$ cat config.mk
export PLATFORM = sky130hd
export DESIGN_NAME = vjtag_tap_ctrl_flat
export DESIGN_NICKNAME = d
export VERILOG_FILES = /design/src/rtl/vjtag_tap_ctrl_if.sv /design/src/rtl/vjtag_tap_ctrl.sv /design/src/flat_wrapper.sv
export SDC_FILE = /design/constraint.sdc
export NUM_CORES = 1
export LEC_CHECK = 0
export BUFFER_PORTS_ARGS = -buffer_cell sky130_fd_sc_hd__buf_2
export CORE_AREA = 10 10 47 49
export DETAILED_ROUTE_END_ITERATION = 10
export DIE_AREA = 0 0 57 59
export PLACE_DENSITY_LB_ADDON = 0.12
export SLEW_MARGIN = 5
export SYNTH_ARGS = -nofsm -noshare
export SYNTH_HDL_FRONTEND = slang
export SYNTH_SLANG_ARGS = --single-unit
$ cat constraint.sdc
create_clock -name tck -period 3.5 [get_ports tck]
set_input_delay 0.35 -clock tck [delete_from_list [all_inputs] [get_ports tck]]
set_output_delay 0.35 -clock tck [all_outputs]
set_load 0.05 [all_outputs]
$ cat src/rtl/vjtag_tap_ctrl_if.sv
// ---------------------------------------------------------------------------
// vjtag_tap_ctrl_if : TAP serial pins, datapath strobes and debug state bus
// Revision: 1.0
// ---------------------------------------------------------------------------
`default_nettype none

interface vjtag_tap_ctrl_if #(
  parameter int IR_W = 2
) ();
  logic            tms;
  logic            tdi;
  logic            dr_tdo;
  logic [IR_W-1:0] ir_in;
  logic            v_cdr;
  logic            v_sdr;
  logic            v_udr;
  logic            v_cir;
  logic            v_sir;
  logic            v_uir;
  logic            tdo;
  logic [3:0]      tap_state;

  modport master (
    output tms, tdi, dr_tdo,
    input  ir_in, v_cdr, v_sdr, v_udr, v_cir, v_sir, v_uir, tdo, tap_state
  );

  modport slave (
    input  tms, tdi, dr_tdo,
    output ir_in, v_cdr, v_sdr, v_udr, v_cir, v_sir, v_uir, tdo, tap_state
  );
endinterface

`default_nettype wire

$ cat src/rtl/vjtag_tap_ctrl.sv
// ---------------------------------------------------------------------------
// vjtag_tap_ctrl : 1149.1-style TAP FSM, instruction register and tdo mux
// Revision: 1.0
// ---------------------------------------------------------------------------
`default_nettype none

module vjtag_tap_ctrl #(
  parameter int              IR_W   = 2,
  parameter logic [IR_W-1:0] IR_RST = '0
) (
  input  logic             tck,
  input  logic             aclr,
  vjtag_tap_ctrl_if.slave  bus
);

  localparam logic [3:0] S_TLR    = 4'd0;
  localparam logic [3:0] S_RTI    = 4'd1;
  localparam logic [3:0] S_SEL_DR = 4'd2;
  localparam logic [3:0] S_CAP_DR = 4'd3;
  localparam logic [3:0] S_SH_DR  = 4'd4;
  localparam logic [3:0] S_EX1_DR = 4'd5;
  localparam logic [3:0] S_PAU_DR = 4'd6;
  localparam logic [3:0] S_EX2_DR = 4'd7;
  localparam logic [3:0] S_UPD_DR = 4'd8;
  localparam logic [3:0] S_SEL_IR = 4'd9;
  localparam logic [3:0] S_CAP_IR = 4'd10;
  localparam logic [3:0] S_SH_IR  = 4'd11;
  localparam logic [3:0] S_EX1_IR = 4'd12;
  localparam logic [3:0] S_PAU_IR = 4'd13;
  localparam logic [3:0] S_EX2_IR = 4'd14;
  localparam logic [3:0] S_UPD_IR = 4'd15;

  logic [3:0]      state_q, state_d;
  logic [IR_W-1:0] ir_sr_q, ir_sr_d;
  logic [IR_W-1:0] ir_in_q, ir_in_d;

  always_comb begin
    state_d = state_q;
    unique case (state_q)
      S_TLR:    state_d = bus.tms ? S_TLR    : S_RTI;
      S_RTI:    state_d = bus.tms ? S_SEL_DR : S_RTI;
      S_SEL_DR: state_d = bus.tms ? S_SEL_IR : S_CAP_DR;
      S_CAP_DR: state_d = bus.tms ? S_EX1_DR : S_SH_DR;
      S_SH_DR:  state_d = bus.tms ? S_EX1_DR : S_SH_DR;
      S_EX1_DR: state_d = bus.tms ? S_UPD_DR : S_PAU_DR;
      S_PAU_DR: state_d = bus.tms ? S_EX2_DR : S_PAU_DR;
      S_EX2_DR: state_d = bus.tms ? S_UPD_DR : S_SH_DR;
      S_UPD_DR: state_d = bus.tms ? S_SEL_DR : S_RTI;
      S_SEL_IR: state_d = bus.tms ? S_TLR    : S_CAP_IR;
      S_CAP_IR: state_d = bus.tms ? S_EX1_IR : S_SH_IR;
      S_SH_IR:  state_d = bus.tms ? S_EX1_IR : S_SH_IR;
      S_EX1_IR: state_d = bus.tms ? S_UPD_IR : S_PAU_IR;
      S_PAU_IR: state_d = bus.tms ? S_EX2_IR : S_PAU_IR;
      S_EX2_IR: state_d = bus.tms ? S_UPD_IR : S_SH_IR;
      S_UPD_IR: state_d = bus.tms ? S_SEL_DR : S_RTI;
      default:  state_d = S_TLR;
    endcase
  end

  // Capture loads the fixed 0..01 pattern; shifting is LSB-first from tdi.
  always_comb begin
    ir_sr_d = ir_sr_q;
    ir_in_d = ir_in_q;
    case (state_q)
      S_CAP_IR: begin
        ir_sr_d    = '0;
        ir_sr_d[0] = 1'b1;
      end
      S_SH_IR:  ir_sr_d = {bus.tdi, ir_sr_q[IR_W-1:1]};
      S_UPD_IR: ir_in_d = ir_sr_q;
      S_TLR:    ir_in_d = IR_RST;
      default:  ;
    endcase
  end

  always_ff @(posedge tck) begin
    if (aclr) begin
      state_q <= S_TLR;
      ir_sr_q <= '0;
      ir_in_q <= IR_RST;
    end else begin
      state_q <= state_d;
      ir_sr_q <= ir_sr_d;
      ir_in_q <= ir_in_d;
    end
  end

  assign bus.v_cdr     = (state_q == S_CAP_DR);
  assign bus.v_sdr     = (state_q == S_SH_DR);
  assign bus.v_udr     = (state_q == S_UPD_DR);
  assign bus.v_cir     = (state_q == S_CAP_IR);
  assign bus.v_sir     = (state_q == S_SH_IR);
  assign bus.v_uir     = (state_q == S_UPD_IR);
  assign bus.tdo       = (state_q == S_SH_IR) ? ir_sr_q[0] : bus.dr_tdo;
  assign bus.ir_in     = ir_in_q;
  assign bus.tap_state = state_q;

endmodule

`default_nettype wire

$ cat src/flat_wrapper.sv
// flat-port wrapper written by rule: the top's interface ports become plain ports
module vjtag_tap_ctrl_flat 
#(
  parameter int              IR_W   = 2,
  parameter logic [IR_W-1:0] IR_RST = '0
)
  (tck, aclr, bus_tms, bus_tdi, bus_dr_tdo, bus_ir_in, bus_v_cdr, bus_v_sdr, bus_v_udr, bus_v_cir, bus_v_sir, bus_v_uir, bus_tdo, bus_tap_state);
  vjtag_tap_ctrl_if #(.IR_W(IR_W)) bus_i ();
  input  logic tck;
  input  logic aclr;
  input wire logic [$bits(bus_i.tms)-1:0] bus_tms;
  input wire logic [$bits(bus_i.tdi)-1:0] bus_tdi;
  input wire logic [$bits(bus_i.dr_tdo)-1:0] bus_dr_tdo;
  output wire logic [$bits(bus_i.ir_in)-1:0] bus_ir_in;
  output wire logic [$bits(bus_i.v_cdr)-1:0] bus_v_cdr;
  output wire logic [$bits(bus_i.v_sdr)-1:0] bus_v_sdr;
  output wire logic [$bits(bus_i.v_udr)-1:0] bus_v_udr;
  output wire logic [$bits(bus_i.v_cir)-1:0] bus_v_cir;
  output wire logic [$bits(bus_i.v_sir)-1:0] bus_v_sir;
  output wire logic [$bits(bus_i.v_uir)-1:0] bus_v_uir;
  output wire logic [$bits(bus_i.tdo)-1:0] bus_tdo;
  output wire logic [$bits(bus_i.tap_state)-1:0] bus_tap_state;
  assign bus_i.tms = bus_tms;
  assign bus_i.tdi = bus_tdi;
  assign bus_i.dr_tdo = bus_dr_tdo;
  assign bus_ir_in = bus_i.ir_in;
  assign bus_v_cdr = bus_i.v_cdr;
  assign bus_v_sdr = bus_i.v_sdr;
  assign bus_v_udr = bus_i.v_udr;
  assign bus_v_cir = bus_i.v_cir;
  assign bus_v_sir = bus_i.v_sir;
  assign bus_v_uir = bus_i.v_uir;
  assign bus_tdo = bus_i.tdo;
  assign bus_tap_state = bus_i.tap_state;
  vjtag_tap_ctrl #(.IR_W(IR_W), .IR_RST(IR_RST)) u_core (.tck(tck), .aclr(aclr), .bus(bus_i));
endmodule
==> metrics.yaml <==
ys.flop_type: "dfxtp_1"
finClkSkew_ns: 0.000276
finalHoldViolCount: 0
fmax_mhz: 459
yosys_warnings: 0
drt-met1-wl_um: 642
finalCritPeriodShare: 0.623
worst_slew_pin_slew_ns: 0.607
synth_area_leaders: "dfxtp_1, buf_2, mux2i_1, nor3_1, nor2_1"
p_per_area_nw_per_um2: 376
drive_gt1_frac: 0.295
yosys.cell_types.count: 35
clockPowerShare: 0.321
whs_endpoint: "u_core.ir_sr_q[1]"
synth.avg_cell_area_um2: 8.26
worst-path-buf-inv: 1
maxCapViolCount: 0
die_h_um: 59
cp-end-kind: "output port"
hp-start: "bus_tdi"
drc_errors: 0
regToRegEndpoint: "u_core.bus.ir_in[1]"
clock_latency_ns: 0.26
ff2ff_setup_slack_ns: 2.02
port_buffers: 17
vias: 540
h-tree-depth: 1
ir_worst_vdd_uv: 208
outcome: "finished clean"
slowest_stage: "dfxtp_1"
synthCells: 65
rsz0062_at_grt: "no"
crit_path_max_fanout: 18
gr-usage-all-layers: 0.0882
die_w_um: 57
drt-total-wl_um: 1400
crit_start: "u_core.bus.tap_state[3]"
viasPerCell: 5.74
seq_area_frac_synth: 0.298
clock-sinks: 8
met3_wirelength_um: 125
wl_per_cell_um: 14.9
syn_nets: 70
fp.coreArea_um2: 1400
netlist_area_um2: 537
cts_tree: "built"
setup_tns_ns: 0
power_switching_w: 0.0000835
synthTopCellsByCount: "dfxtp_1, buf_2, nor2_1"
die_area_um2: 3360
cts-root-buf: "clkbuf_4"
power_frac_comb: 0.217
cts_setup_buffers: 0
grt_max_degree: 20
r2r-start: "u_core.bus.tap_state[0]"
initial_core_util: 0.383
setup_viol: 0
grt-ovfl-total: 0
crit_type: "reg -> out"
wl_met2_um: 596
crit_family: "flip-flops"
cts_buffers: 3
dr.max_layer_used: "met4"
cp_cell_sequence: "nand2b_1, nor2_1, mux2_1, buf_2"
synth_top_area_cell: "dfxtp_1"
grt_pass1_wl_um: 2400
hold_path_depth: 3
leakage_nw: 0.272
cp.arrival_ns: 1.83
stdcell_count: 94
relSlewSlack: 0.595
critPathMaxStageDelay_ns: 0.65
num_rows: 14
syn2layout_area_growth_pct: 16.1
rr_worst_depth: 3
first_pass_iters: 4
yosysMostFrequentCell: "dfxtp_1"
placed_cells: 91
p_int_w: 0.000151
ios: 18
antenna_found_initial: 0
ctsResizeCount: 0
cts_buffer_depth: 2
slew_viol_final: 0
place_area_um2: 601
seq_power_share: 0.462
drt-initial-drc-count: 6
start_kind: "flip-flop"
required_ns: 3.15
min_period_ns: 2.18
fin_nets: 85
ys_ff_latch: 8
place.gp.congestion: 0.800
async_flop_share: 0
timing.hold.ws_ns: 0.359
worstHoldPathType: "in -> reg"
clkTransAtPathRegs_ns: 0.06
p_sw_frac: 0.357
dpl.hpwl_um: 953
ant_nets: 0
utilization: 0.445
antennaDiodeCount: 0
finalInstanceArea_um2: 623
grt_pass1_vias: 527
synth_top_area_share: 0.298
synth_edf_count: 0
hold_buffers: 0
routing by layer:
metal  GRT usage  vias up
met5           0        -
met4      0.0604        0
met3      0.0429        5
met2       0.121       16
met1       0.105      254
li1            -      265
state kept, by name, summed over array words and instances, names as in the netlist:
| signal | flops |
|---|---|
| u_core.ir_sr_q | 2 |
| u_core.bus.tap_state | 4 |
| u_core.bus.ir_in | 2 |
logic make-up (layout without fill, tap and decap cells):
group	Yosys count	after routing	share of synthesized area
buf+inv	12	25	0.112
mux	3	3	0.0583
xor+xnor	1	1	0.0163
simple gates	23	23	0.235
compound gates	18	18	0.280
flops	8	8	0.298
per-stage QoR:
stage | setup slack, ns | total power [W]
CTS | 1.31 | 0.000236
global placement | 1.64 | 0.000161
floorplan | 0.856 | 0.000150
finish | 1.32 | 0.000234
detailed placement | 1.59 | 0.000161
global route | 1.14 | 0.000247
final cells by class:
class	count	area, um^2
clock buffers	3	22.5
inverters	5	18.8
fillers	156	778
flip-flops and latches	8	160
repair buffers	17	85.1
well taps	16	20.0
multi-input cells	45	317
cell usage in the layout (no fill, tap or decap), drive strengths merged, types with 2 or more instances in the layout:
cell    count
buf        17
dfxtp       8
nor2        5
inv         5
nor3        4
clkbuf      3
a211oi      3
nand2       2
nand2b      2
mux2i       2
a21oi       2
o211ai      2
nor3b       2
nand3       2
worst max path at each step:
stage | endpoint | cells after the start
after floorplan | bus_tdo | 4
after global placement | bus_tdo | 4
after detailed placement | bus_tdo | 4
after CTS | bus_tdo | 4
after global routing | bus_tdo | 4
final | bus_tdo | 4
power by group through the flow:
| stage | Combinational (W) | Sequential (W) | Clock [W] |
|---|---|---|---|
| 3_5_place_dp | 0.0000510 | 0.000110 | 0 |
| 2_1_floorplan | 0.0000405 | 0.000110 | 0 |
| 5_1_grt | 0.0000554 | 0.000110 | 0.0000818 |
| 4_1_cts | 0.0000512 | 0.000108 | 0.0000774 |
| 3_3_place_gp | 0.0000511 | 0.000110 | 0 |
| 6_report | 0.0000508 | 0.000108 | 0.0000751 |
worst reg2reg max path: stages, from the launching register on:
cell and delay (ns):
dfxtp_1 0.71, nand4_1 0.30, mux2i_1 0.18, a211oi_1 0.21
Note: power is estimated with default switching activity, not from simulation.
